File: src/rtl/data_mem_ctrl_pkg.sv
// Shared types and constants for the data memory controller and its RAM bench.
// Holds FSM state encodings, access-size codes and the RAM geometry.
package data_mem_ctrl_pkg;

  localparam int MEM_DEPTH = 512;
  localparam int ADDR_W    = 9;
  localparam int DATA_W    = 32;

  typedef enum logic [1:0] {
    PRELOAD = 2'd0,
    IDLE    = 2'd1,
    ACCESS  = 2'd2,
    RESP    = 2'd3
  } state_t;

  typedef enum logic [1:0] {
    SIZE_BYTE = 2'b00,
    SIZE_HALF = 2'b01,
    SIZE_WORD = 2'b10,
    SIZE_BAD  = 2'b11
  } size_t;

  typedef struct packed {
    logic              rw;
    logic [1:0]        size;
    logic              se;
    logic [ADDR_W-1:0] addr;
    logic [DATA_W-1:0] wdata;
  } mem_req_t;

endpackage

File: src/rtl/data_mem_ctrl_align_chk.sv
// Combinational alignment check for a memory request.
// Only the two low address bits matter; the reserved size code always faults.
module mem_align_chk
  import data_mem_ctrl_pkg::*;
(
  input  logic [1:0] size,
  input  logic [1:0] addr,
  output logic       misalign
);

  always_comb begin
    misalign = 1'b0;
    case (size)
      SIZE_BYTE: misalign = 1'b0;
      SIZE_HALF: misalign = addr[0];
      SIZE_WORD: misalign = |addr;
      default:   misalign = 1'b1;
    endcase
  end

endmodule

File: src/rtl/data_mem_ctrl.sv
// Data memory controller: preloads the RAM byte by byte, then serves one
// pipeline load/store at a time with a registered single-cycle response.
module data_mem_ctrl
  import data_mem_ctrl_pkg::*;
(
  input  logic              clk,
  input  logic              reset,
  input  logic              ld_valid,
  input  logic [7:0]        ld_data,
  input  logic              ld_last,
  output logic              ld_ready,
  output logic              load_done,
  input  logic              req_valid,
  input  logic              req_rw,
  input  logic [1:0]        req_size,
  input  logic              req_se,
  input  logic [ADDR_W-1:0] req_addr,
  input  logic [DATA_W-1:0] req_wdata,
  output logic              req_ready,
  output logic              rsp_valid,
  output logic [DATA_W-1:0] rsp_rdata,
  output logic              rsp_misalign,
  output logic              mem_enable,
  output logic              mem_rw,
  output logic [1:0]        mem_size,
  output logic              mem_se,
  output logic [ADDR_W-1:0] mem_addr,
  output logic [DATA_W-1:0] mem_din,
  input  logic [DATA_W-1:0] mem_dout
);

  state_t            state, state_nxt;
  logic [ADDR_W-1:0] ld_cnt;
  mem_req_t          req_q;
  logic              mis_q;
  logic [DATA_W-1:0] rdata_q;
  logic              req_mis;
  logic              ld_fire, ld_final, req_fire;

  mem_align_chk u_align (
    .size     (req_size),
    .addr     (req_addr[1:0]),
    .misalign (req_mis)
  );

  // The last RAM location ends the preload even without ld_last.
  always_comb begin
    ld_fire  = (state == PRELOAD) && ld_valid && !reset;
    ld_final = ld_fire && (ld_last || (ld_cnt == ADDR_W'(MEM_DEPTH - 1)));
    req_fire = (state == IDLE) && req_valid && !reset;
  end

  always_ff @(posedge clk) begin
    if (reset) state <= PRELOAD;
    else       state <= state_nxt;
  end

  always_comb begin
    state_nxt = state;
    case (state)
      PRELOAD: if (ld_final) state_nxt = IDLE;
      IDLE:    if (req_fire) state_nxt = req_mis ? RESP : ACCESS;
      ACCESS:  state_nxt = RESP;
      RESP:    state_nxt = IDLE;
      default: state_nxt = PRELOAD;
    endcase
  end

  // Misaligned requests clear the capture register at acceptance so they respond with 0.
  always_ff @(posedge clk) begin
    if (reset) begin
      ld_cnt    <= '0;
      load_done <= 1'b0;
      req_q     <= '0;
      mis_q     <= 1'b0;
      rdata_q   <= '0;
    end else begin
      if (ld_fire)  ld_cnt    <= ld_cnt + ADDR_W'(1);
      if (ld_final) load_done <= 1'b1;
      if (req_fire) begin
        req_q   <= '{rw: req_rw, size: req_size, se: req_se,
                     addr: req_addr, wdata: req_wdata};
        mis_q   <= req_mis;
        rdata_q <= '0;
      end
      if (state == ACCESS) rdata_q <= req_q.rw ? mem_dout : '0;
    end
  end

  // Outputs are gated by reset so nothing is strobed during the reset cycle.
  always_comb begin
    ld_ready     = 1'b0;
    req_ready    = 1'b0;
    rsp_valid    = 1'b0;
    rsp_misalign = 1'b0;
    rsp_rdata    = '0;
    mem_enable   = 1'b0;
    mem_rw       = 1'b0;
    mem_size     = 2'b00;
    mem_se       = 1'b0;
    mem_addr     = '0;
    mem_din      = '0;
    if (!reset) begin
      case (state)
        PRELOAD: begin
          ld_ready = 1'b1;
          if (ld_valid) begin
            mem_enable = 1'b1;
            mem_size   = SIZE_BYTE;
            mem_addr   = ld_cnt;
            mem_din    = {24'b0, ld_data};
          end
        end
        IDLE: req_ready = 1'b1;
        ACCESS: begin
          mem_enable = 1'b1;
          mem_rw     = req_q.rw;
          mem_size   = req_q.size;
          mem_se     = req_q.se;
          mem_addr   = req_q.addr;
          mem_din    = req_q.wdata;
        end
        RESP: begin
          rsp_valid    = 1'b1;
          rsp_misalign = mis_q;
          rsp_rdata    = rdata_q;
        end
        default: ;
      endcase
    end
  end

endmodule

File: config.mk
export PLATFORM = sky130hd
export DESIGN_NAME = data_mem_ctrl
export DESIGN_NICKNAME = d
export VERILOG_FILES = /design/src/rtl/data_mem_ctrl_pkg.sv /design/src/rtl/data_mem_ctrl_align_chk.sv /design/src/rtl/data_mem_ctrl.sv
export SDC_FILE = /design/constraint.sdc
export NUM_CORES = 1
export LEC_CHECK = 0
export CAP_MARGIN = 20
export CELL_PAD_IN_SITES_DETAIL_PLACEMENT = 1
export CELL_PAD_IN_SITES_GLOBAL_PLACEMENT = 1
export CORE_MARGIN = 10
export CORE_UTILIZATION = 32
export CTS_CLUSTER_DIAMETER = 200
export CTS_CLUSTER_SIZE = 14
export DETAILED_ROUTE_END_ITERATION = 6
export GPL_TIMING_DRIVEN = 0
export PLACE_DENSITY_LB_ADDON = 0.1
export SLEW_MARGIN = 25
export SYNTH_ARGS = -nofsm -noshare
export SYNTH_HDL_FRONTEND = slang
export SYNTH_HIERARCHICAL = 1
export SYNTH_SLANG_ARGS = --single-unit
File: constraint.sdc
create_clock -name clk -period 2.5 [get_ports clk]
set_clock_uncertainty 0.1 [all_clocks]
set_input_delay 0.5 -clock clk [delete_from_list [all_inputs] [get_ports clk]]
set_output_delay 0.5 -clock clk [all_outputs]
set_load 0.02 [all_outputs]
; Word-level counts from Yosys, hierarchy flattened
; Cells that the tools add are included.
[totals]
ff_bits = 90
in_bits = 90
wordCells = 64
[op_classes]
add_sub_neg = 1
n_eq_ne = 8
muxes = 33
reduce_logical = 12
[ops]
columns = cell, n
row1 = $mux W32, 6
row2 = $pmux W32 S2, 1
row3 = $mux W9, 2
row4 = $pmux W9 S2, 1
row5 = $mux W1, 15
row6 = $add A9 B1 Y9 const B, 1
row7 = $eq A9 B9 Y1 const B, 1
row8 = $mux W2, 4
row9 = $mux W8, 1
row10 = $pmux W2 S4, 1
row11 = $eq A2 B2 Y1 const B, 3
row12 = $logic_and A1 B1 Y1, 5
row13 = $eq A2 B1 Y1 const B, 2
row14 = $logic_not A2 Y1, 2
row15 = $ne A2 B2 Y1 const B, 2
row16 = $pmux W1 S3, 1
row17 = $pmux W1 S2, 1
row18 = $reduce_and A2 Y1, 1
row19 = $reduce_bool A2 Y1, 1
row20 = $reduce_or A2 Y1, 1
row21 = $logic_not A1 Y1, 1
row22 = $logic_or A1 B1 Y1, 1

; Longest topological paths before layout
[depth]
depth_word = 6
depth_mapped = 8
depth_no_buf = 8

; Hierarchy
; Netlist, hierarchy kept.
[modules_own_cells]
columns = module, instances, cells_each, area_each_um2
row1 = data_mem_ctrl, 1, 466, 3911.3
row2 = mem_align_chk, 1, 3, 13.8

; Worst setup path after synthesis
; No wires, ideal clock.
[synth_timing]
kind = register to output
startpoint = register state[0]
endpoint = output port mem_addr[0]
arrival_time_ps = 1526
path_slack_ps = 374
path_stages_with_launch = 7
path_cell_list = dfxtp_1 > inv_1 > ha_1 > buf_2 > buf_1 > a22oi_1 > nor2_1
[synth_between]
elab_chain_cells = 3
[synth_lines]
columns = item, line_no
row1 = from (decl), data_mem_ctrl.sv:32  ; state_t state, state_nxt;
row2 = from (signal assigned), data_mem_ctrl.sv:55  ; else state <= state_nxt;
row3 = $eq A2 B2 Y1 / $logic_not A2 Y1 (equally long branches), data_mem_ctrl.sv:104  ; case (state)
row4 = $pmux W9 S2 *, data_mem_ctrl.sv:104
row5 = $mux W9 *, data_mem_ctrl.sv:103  ; if (!reset) begin
row6 = to (decl), data_mem_ctrl.sv:27  ; output logic [ADDR_W-1:0] mem_addr,
; Mark *: on every way between the ends. The rest lies on a longest branch, timed or not.

; Worst setup path after layout
[layout_timing]
startpoint = register state[1]
endpoint = output port mem_din[3]
[layout_between]
elab_chain_cells = 3
[layout_lines]
columns = item, line_no
row1 = $eq A2 B2 Y1 / $logic_not A2 Y1 (equally long branches), data_mem_ctrl.sv:104
row2 = $pmux W32 S2 *, data_mem_ctrl.sv:104
row3 = $mux W32 *, data_mem_ctrl.sv:103
row4 = to (decl), data_mem_ctrl.sv:28  ; output logic [DATA_W-1:0] mem_din,
; Marked as above.

==> flow_summary.html <==
<table>
<tr><th>Metric</th><th>Value</th></tr>
<tr><th colspan="2">Drt</th></tr>
<tr><td>Average wire length per cell after detail routing</td><td>19.59 µm</td></tr>
<tr><td>Routed via count divided by cell count</td><td>5.160</td></tr>
<tr><td>Wirelength, routed</td><td>15,720 µm</td></tr>
<tr><td>DRC Markers</td><td>0</td></tr>
<tr><td>Number of DRC markers after the initial detailed-route iteration</td><td>179</td></tr>
<tr><td>DRT antenna net count</td><td>0</td></tr>
<tr><td>Total number of vias</td><td>4,138</td></tr>
<tr><td>Detailed-routing iteration count for the pre-antenna-repair pass</td><td>4</td></tr>
<tr><th colspan="2">Synth</th></tr>
<tr><td>Area of the mapped netlist</td><td>3925 µm²</td></tr>
<tr><td>Count of state elements after synthesis</td><td>90</td></tr>
<tr><td>Distinct cells, synth</td><td>33</td></tr>
<tr><td>Fraction of the yosys area taken by sequential cells</td><td>45.90%</td></tr>
<tr><td>Number of enable flip-flop cells after synthesis</td><td>0</td></tr>
<tr><td>Number of instances in the synthesized netlist</td><td>469</td></tr>
<tr><td>Top post-synthesis cells by area</td><td>sky130_fd_sc_hd__dfxtp_1, sky130_fd_sc_hd__and3_1, sky130_fd_sc_hd__nand2_1</td></tr>
<tr><td>Most area-hungry cell type in the Yosys netlist</td><td>sky130_fd_sc_hd__dfxtp_1</td></tr>
<tr><td>Count of warnings emitted by yosys</td><td>6</td></tr>
<tr><td>Most frequently used cell type in the post-synthesis netlist</td><td>sky130_fd_sc_hd__nand2_1</td></tr>
<tr><td>Fraction of synthesized cell area taken by the top area cell type</td><td>45.90%</td></tr>
<tr><td>Post-Synthesis Mean Instance Area</td><td>8.369 µm²</td></tr>
<tr><td>Fraction of registers with async set/reset</td><td>0%</td></tr>
<tr><td>Primary flip-flop cell chosen by synthesis mapping</td><td>sky130_fd_sc_hd__dfxtp_1</td></tr>
<tr><td>Top cells by instance count after synthesis</td><td>sky130_fd_sc_hd__nand2_1, sky130_fd_sc_hd__dfxtp_1, sky130_fd_sc_hd__and3_1</td></tr>
<tr><td>Syn_nets</td><td>565</td></tr>
<tr><th colspan="2">Power</th></tr>
<tr><td>Clock share of power</td><td>36.7%</td></tr>
<tr><td>Combinational power share</td><td>26.9%</td></tr>
<tr><td>Cell internal power dissipation</td><td>0.003201 W</td></tr>
<tr><td>Sequential group share of total power</td><td>36.4%</td></tr>
<tr><td>Highest ir drop seen on vdd</td><td>0.4460 mV</td></tr>
<tr><td>Psw</td><td>0.001379 W</td></tr>
<tr><td>Static leakage</td><td>2.734 nW</td></tr>
<tr><td>Power density over cell area</td><td>733.1 nW/µm²</td></tr>
<tr><td>Sw frac</td><td>30.12%</td></tr>
<tr><th colspan="2">Finish</th></tr>
<tr><td>Proportion of layout cells with a drive suffix above 1</td><td>16.64%</td></tr>
<tr><td>Final net count</td><td>746</td></tr>
<tr><td>Antenna diodes</td><td>0</td></tr>
<tr><td>Relative area change from synthesis to final layout</td><td>59.16%</td></tr>
<tr><td>Area occupied by multi-input gates</td><td>1938 µm²</td></tr>
<tr><td># fillers</td><td>1,412</td></tr>
<tr><td>Combined flip-flop and latch cell area</td><td>1807 µm²</td></tr>
<tr><td>Non-Filler Instances</td><td>802</td></tr>
<tr><th colspan="2">GRT</th></tr>
<tr><td>Pin count of the biggest net entering global routing</td><td>16</td></tr>
<tr><td>Met1 GRT Util</td><td>20.69%</td></tr>
<tr><td>Global route overflow</td><td>0</td></tr>
<tr><td>Number of global-route vias before repair</td><td>4,419</td></tr>
<tr><td>Global-route wire length before repair</td><td>24,320 µm</td></tr>
<tr><td>Met3 Resource Use GR</td><td>7.131%</td></tr>
<tr><td>Met2 track demand over resource</td><td>31.07%</td></tr>
<tr><td>Antenna violations before repair</td><td>0</td></tr>
<tr><td>Global router's overall resource usage</td><td>18.27%</td></tr>
<tr><td>Top Usage Layer GRT</td><td>met2</td></tr>
<tr><th colspan="2">Place</th></tr>
<tr><td>HPWL after detailed placement</td><td>11,710 µm</td></tr>
<tr><td>Placer's final routability congestion estimate</td><td>0.8186</td></tr>
<tr><td>Buffers added on ports</td><td>171</td></tr>
<tr><td>Placed Cells</td><td>787</td></tr>
<tr><th colspan="2">Hold path</th></tr>
<tr><td>Startpoint of the most critical hold path</td><td>reset</td></tr>
<tr><td>Endpoint with the worst hold slack</td><td>state[0]</td></tr>
<tr><td>Worst min-delay path category</td><td>in -&gt; reg</td></tr>
<tr><td>Worst Hold Path Cells</td><td>2</td></tr>
<tr><th colspan="2">Worst setup path</th></tr>
<tr><td>Biggest fanout along the worst timing path</td><td>10</td></tr>
<tr><td>Slack of the worst reg-to-reg path</td><td>490 ps</td></tr>
<tr><td>Critical path required time</td><td>1900 ps</td></tr>
<tr><td>Data arrival time of the critical path</td><td>1860 ps</td></tr>
<tr><td>Setup CP Type</td><td>reg -&gt; out</td></tr>
<tr><td>Worst Setup End Kind</td><td>primary output</td></tr>
<tr><td>End of the worst register-to-register path</td><td>req_q[18]</td></tr>
<tr><td>Startpoint of the lowest-slack register-to-register path</td><td>state[1]</td></tr>
<tr><td>Critical Path Start Type</td><td>flop</td></tr>
<tr><td>Beginning of the critical path</td><td>state[1]</td></tr>
<tr><td>Depth of the worst register-to-register path</td><td>7</td></tr>
<tr><th colspan="2">Clock network</th></tr>
<tr><td>Clock tree from TritonCTS</td><td>yes</td></tr>
<tr><td>Clock insertion delay at the later pin of the skew report</td><td>350 ps</td></tr>
<tr><td>Clock root buffer</td><td>sky130_fd_sc_hd__clkbuf_16</td></tr>
<tr><td>CTS H-Tree Depth</td><td>3</td></tr>
<tr><td>Clock-pin slew of the registers on the worst-case setup and hold paths</td><td>60 ps</td></tr>
<tr><td>Number of hold buffers added after CTS</td><td>0</td></tr>
<tr><td>Total clock buffers created by CTS</td><td>9</td></tr>
<tr><td>Clock Tree Buf Depth</td><td>2</td></tr>
<tr><td>Clock sinks</td><td>90</td></tr>
<tr><th colspan="2">STA</th></tr>
<tr><td>Final-report max-slew violation count</td><td>0</td></tr>
<tr><td>Transition time at the pin with the least slew margin</td><td>512.5 ps</td></tr>
<tr><td>Sum of negative setup slack</td><td>0 ps</td></tr>
<tr><td>RSZ-0062 raised after global routing</td><td>true</td></tr>
<tr><td>Final worst-path cycle share</td><td>98.29%</td></tr>
<tr><td>Maximum clock frequency</td><td>407.0 MHz</td></tr>
<tr><td>Endpoints failing setup</td><td>0</td></tr>
<tr><td>Worst slew margin relative to its limit</td><td>65.83%</td></tr>
<tr><td>Count of final hold-check violations</td><td>0</td></tr>
<tr><td>Final critical delay including setup and external delays</td><td>2457 ps</td></tr>
<tr><th colspan="2">Floorplanning</th></tr>
<tr><td>Floorplan Core Area</td><td>12,010 µm²</td></tr>
<tr><td>Die Y</td><td>130.8 µm</td></tr>
<tr><td>Effective utilization at floorplan</td><td>32.68%</td></tr>
<tr><td>Count of boundary I/O pins</td><td>173</td></tr>
<tr><td>Die Outline Area</td><td>17,100 µm²</td></tr>
<tr><td>X dimension of the die</td><td>130.8 µm</td></tr>
<tr><td>Standard-cell rows</td><td>40</td></tr>
<tr><th colspan="2">Run status</th></tr>
<tr><td>Result of the run</td><td>completed</td></tr>
<tr><th colspan="2">Job</th></tr>
<tr><td>Max-cap violations</td><td>0</td></tr>
</table>
## cells by family after synthesis
| kind of cell | Yosys count | synth area share, % |
|---|---|---|
| AOI/OAI and AO/OA | 105 | 18.84 |
| muxes | 1 | 0.2550 |
| DFF | 90 | 45.90 |
| xor gates and xnor gates | 6 | 1.339 |
| and+or+nand+nor | 211 | 25.47 |
| buffers and inverters | 50 | 6.280 |
| adders and majority gates | 6 | 1.913 |
## per-stage QoR
stage               hold WS [ps]  total power, W  worst slack [ps]  cell area [µm²]  util [%]
global route               272.8        0.004800            -1.779             6247     52.01
finish                     266.3        0.004580             42.76             6247     52.01
floorplan                  336.2        0.002303             374.1             3925         -
detailed placement         356.5        0.002809            -604.6             5821     48.46
CTS                        255.0        0.004597             26.30             6281     52.29
global placement           345.4        0.002768            -581.3             5821     48.46
## how the worst max path moves through the flow
| stage | endpoint | slack (ps) |
|---|---|---|
| after floorplan | mem_addr[0] | 370 |
| after global placement | mem_din[1] | -580 |
| after detailed placement | mem_din[1] | -600 |
| after CTS | mem_addr[7] | 30 |
| after global routing | mem_din[8] | -2 |
| final | mem_din[3] | 40 |
## power groups by stage
| stage | Sequential, W | Combinational (W) | Clock, W |
|---|---|---|---|
| floorplan | 0.00166 | 0.000642 | 0 |
| global placement | 0.00167 | 0.00109 | 0 |
| detailed placement | 0.00169 | 0.00112 | 0 |
| CTS | 0.00166 | 0.00122 | 0.00171 |
| global route | 0.00169 | 0.00135 | 0.00176 |
| finish | 0.00167 | 0.00123 | 0.00168 |
## flip-flops by register name (all words and copies together) (netlist names)
name and cells:
ld_cnt 9, load_done 1, state 2, rdata_q 32, req_q 45, mis_q 1
## final cells by class
type,count,area share [%]
sequential,90,28.92
tap,147,2.944
timing repair buffer,172,26.62
clock inverter,5,2.003
buffer,44,4.366
multi-input combinational,329,31.02
clock buffer,11,3.885
inverter,4,0.2403
## repair_timing
| action | CTS | global route |
|---|---|---|
| endpoints found under the setup margin | 80 | 29 |
| setup buffers | 1 | 0 |
| pin swaps | 1 | 0 |
| gates resized for setup | 208 | 24 |
## placed cells by master, fill, tap and decap left out, types with 2 or more instances in the layout
cell type and instances:
sky130_fd_sc_hd__dlymetal6s2s_1 2, sky130_fd_sc_hd__xor2_1 3, sky130_fd_sc_hd__nor2b_1 2, sky130_fd_sc_hd__buf_4 5, sky130_fd_sc_hd__a22oi_1 12, sky130_fd_sc_hd__buf_6 9, sky130_fd_sc_hd__nor2_1 31, sky130_fd_sc_hd__clkdlybuf4s15_2 34
sky130_fd_sc_hd__nand4_1 3, sky130_fd_sc_hd__buf_2 22, sky130_fd_sc_hd__nand2b_1 2, sky130_fd_sc_hd__a22oi_2 4, sky130_fd_sc_hd__nand3_1 2, sky130_fd_sc_hd__a211oi_1 2, sky130_fd_sc_hd__clkbuf_1 14, sky130_fd_sc_hd__a21oi_1 5
sky130_fd_sc_hd__o21ai_0 46, sky130_fd_sc_hd__and2_4 2, sky130_fd_sc_hd__bufinv_16 4, sky130_fd_sc_hd__inv_1 2, sky130_fd_sc_hd__dfxtp_1 88, sky130_fd_sc_hd__xnor2_1 3, sky130_fd_sc_hd__clkdlybuf4s50_1 88, sky130_fd_sc_hd__dlygate4sd2_1 35
sky130_fd_sc_hd__clkbuf_16 9, sky130_fd_sc_hd__ha_1 3, sky130_fd_sc_hd__ha_4 2, sky130_fd_sc_hd__inv_2 2, sky130_fd_sc_hd__a32o_1 32, sky130_fd_sc_hd__clkbuf_2 7, sky130_fd_sc_hd__and3_1 62, sky130_fd_sc_hd__nor3_1 3
sky130_fd_sc_hd__nand2_1 101
## critical path: stages, from the launching register on
cell and delay, ps:
sky130_fd_sc_hd__dfxtp_4 370, sky130_fd_sc_hd__inv_1 100, sky130_fd_sc_hd__ha_4 200, sky130_fd_sc_hd__and2_4 180
sky130_fd_sc_hd__buf_6 150, sky130_fd_sc_hd__a22oi_1 190, sky130_fd_sc_hd__nor2_1 60, sky130_fd_sc_hd__clkdlybuf4s15_2 260
## routing by layer
| metal | share of wire [%] | up-vias |
|---|---|---|
| li1 | - | 2007 |
| met1 | 41 | 2024 |
| met2 | 50 | 93 |
| met3 | 7.4 | 14 |
| met4 | 1.2 | 0 |
| met5 | 0 | - |
Power figures use the tool's default switching activity.
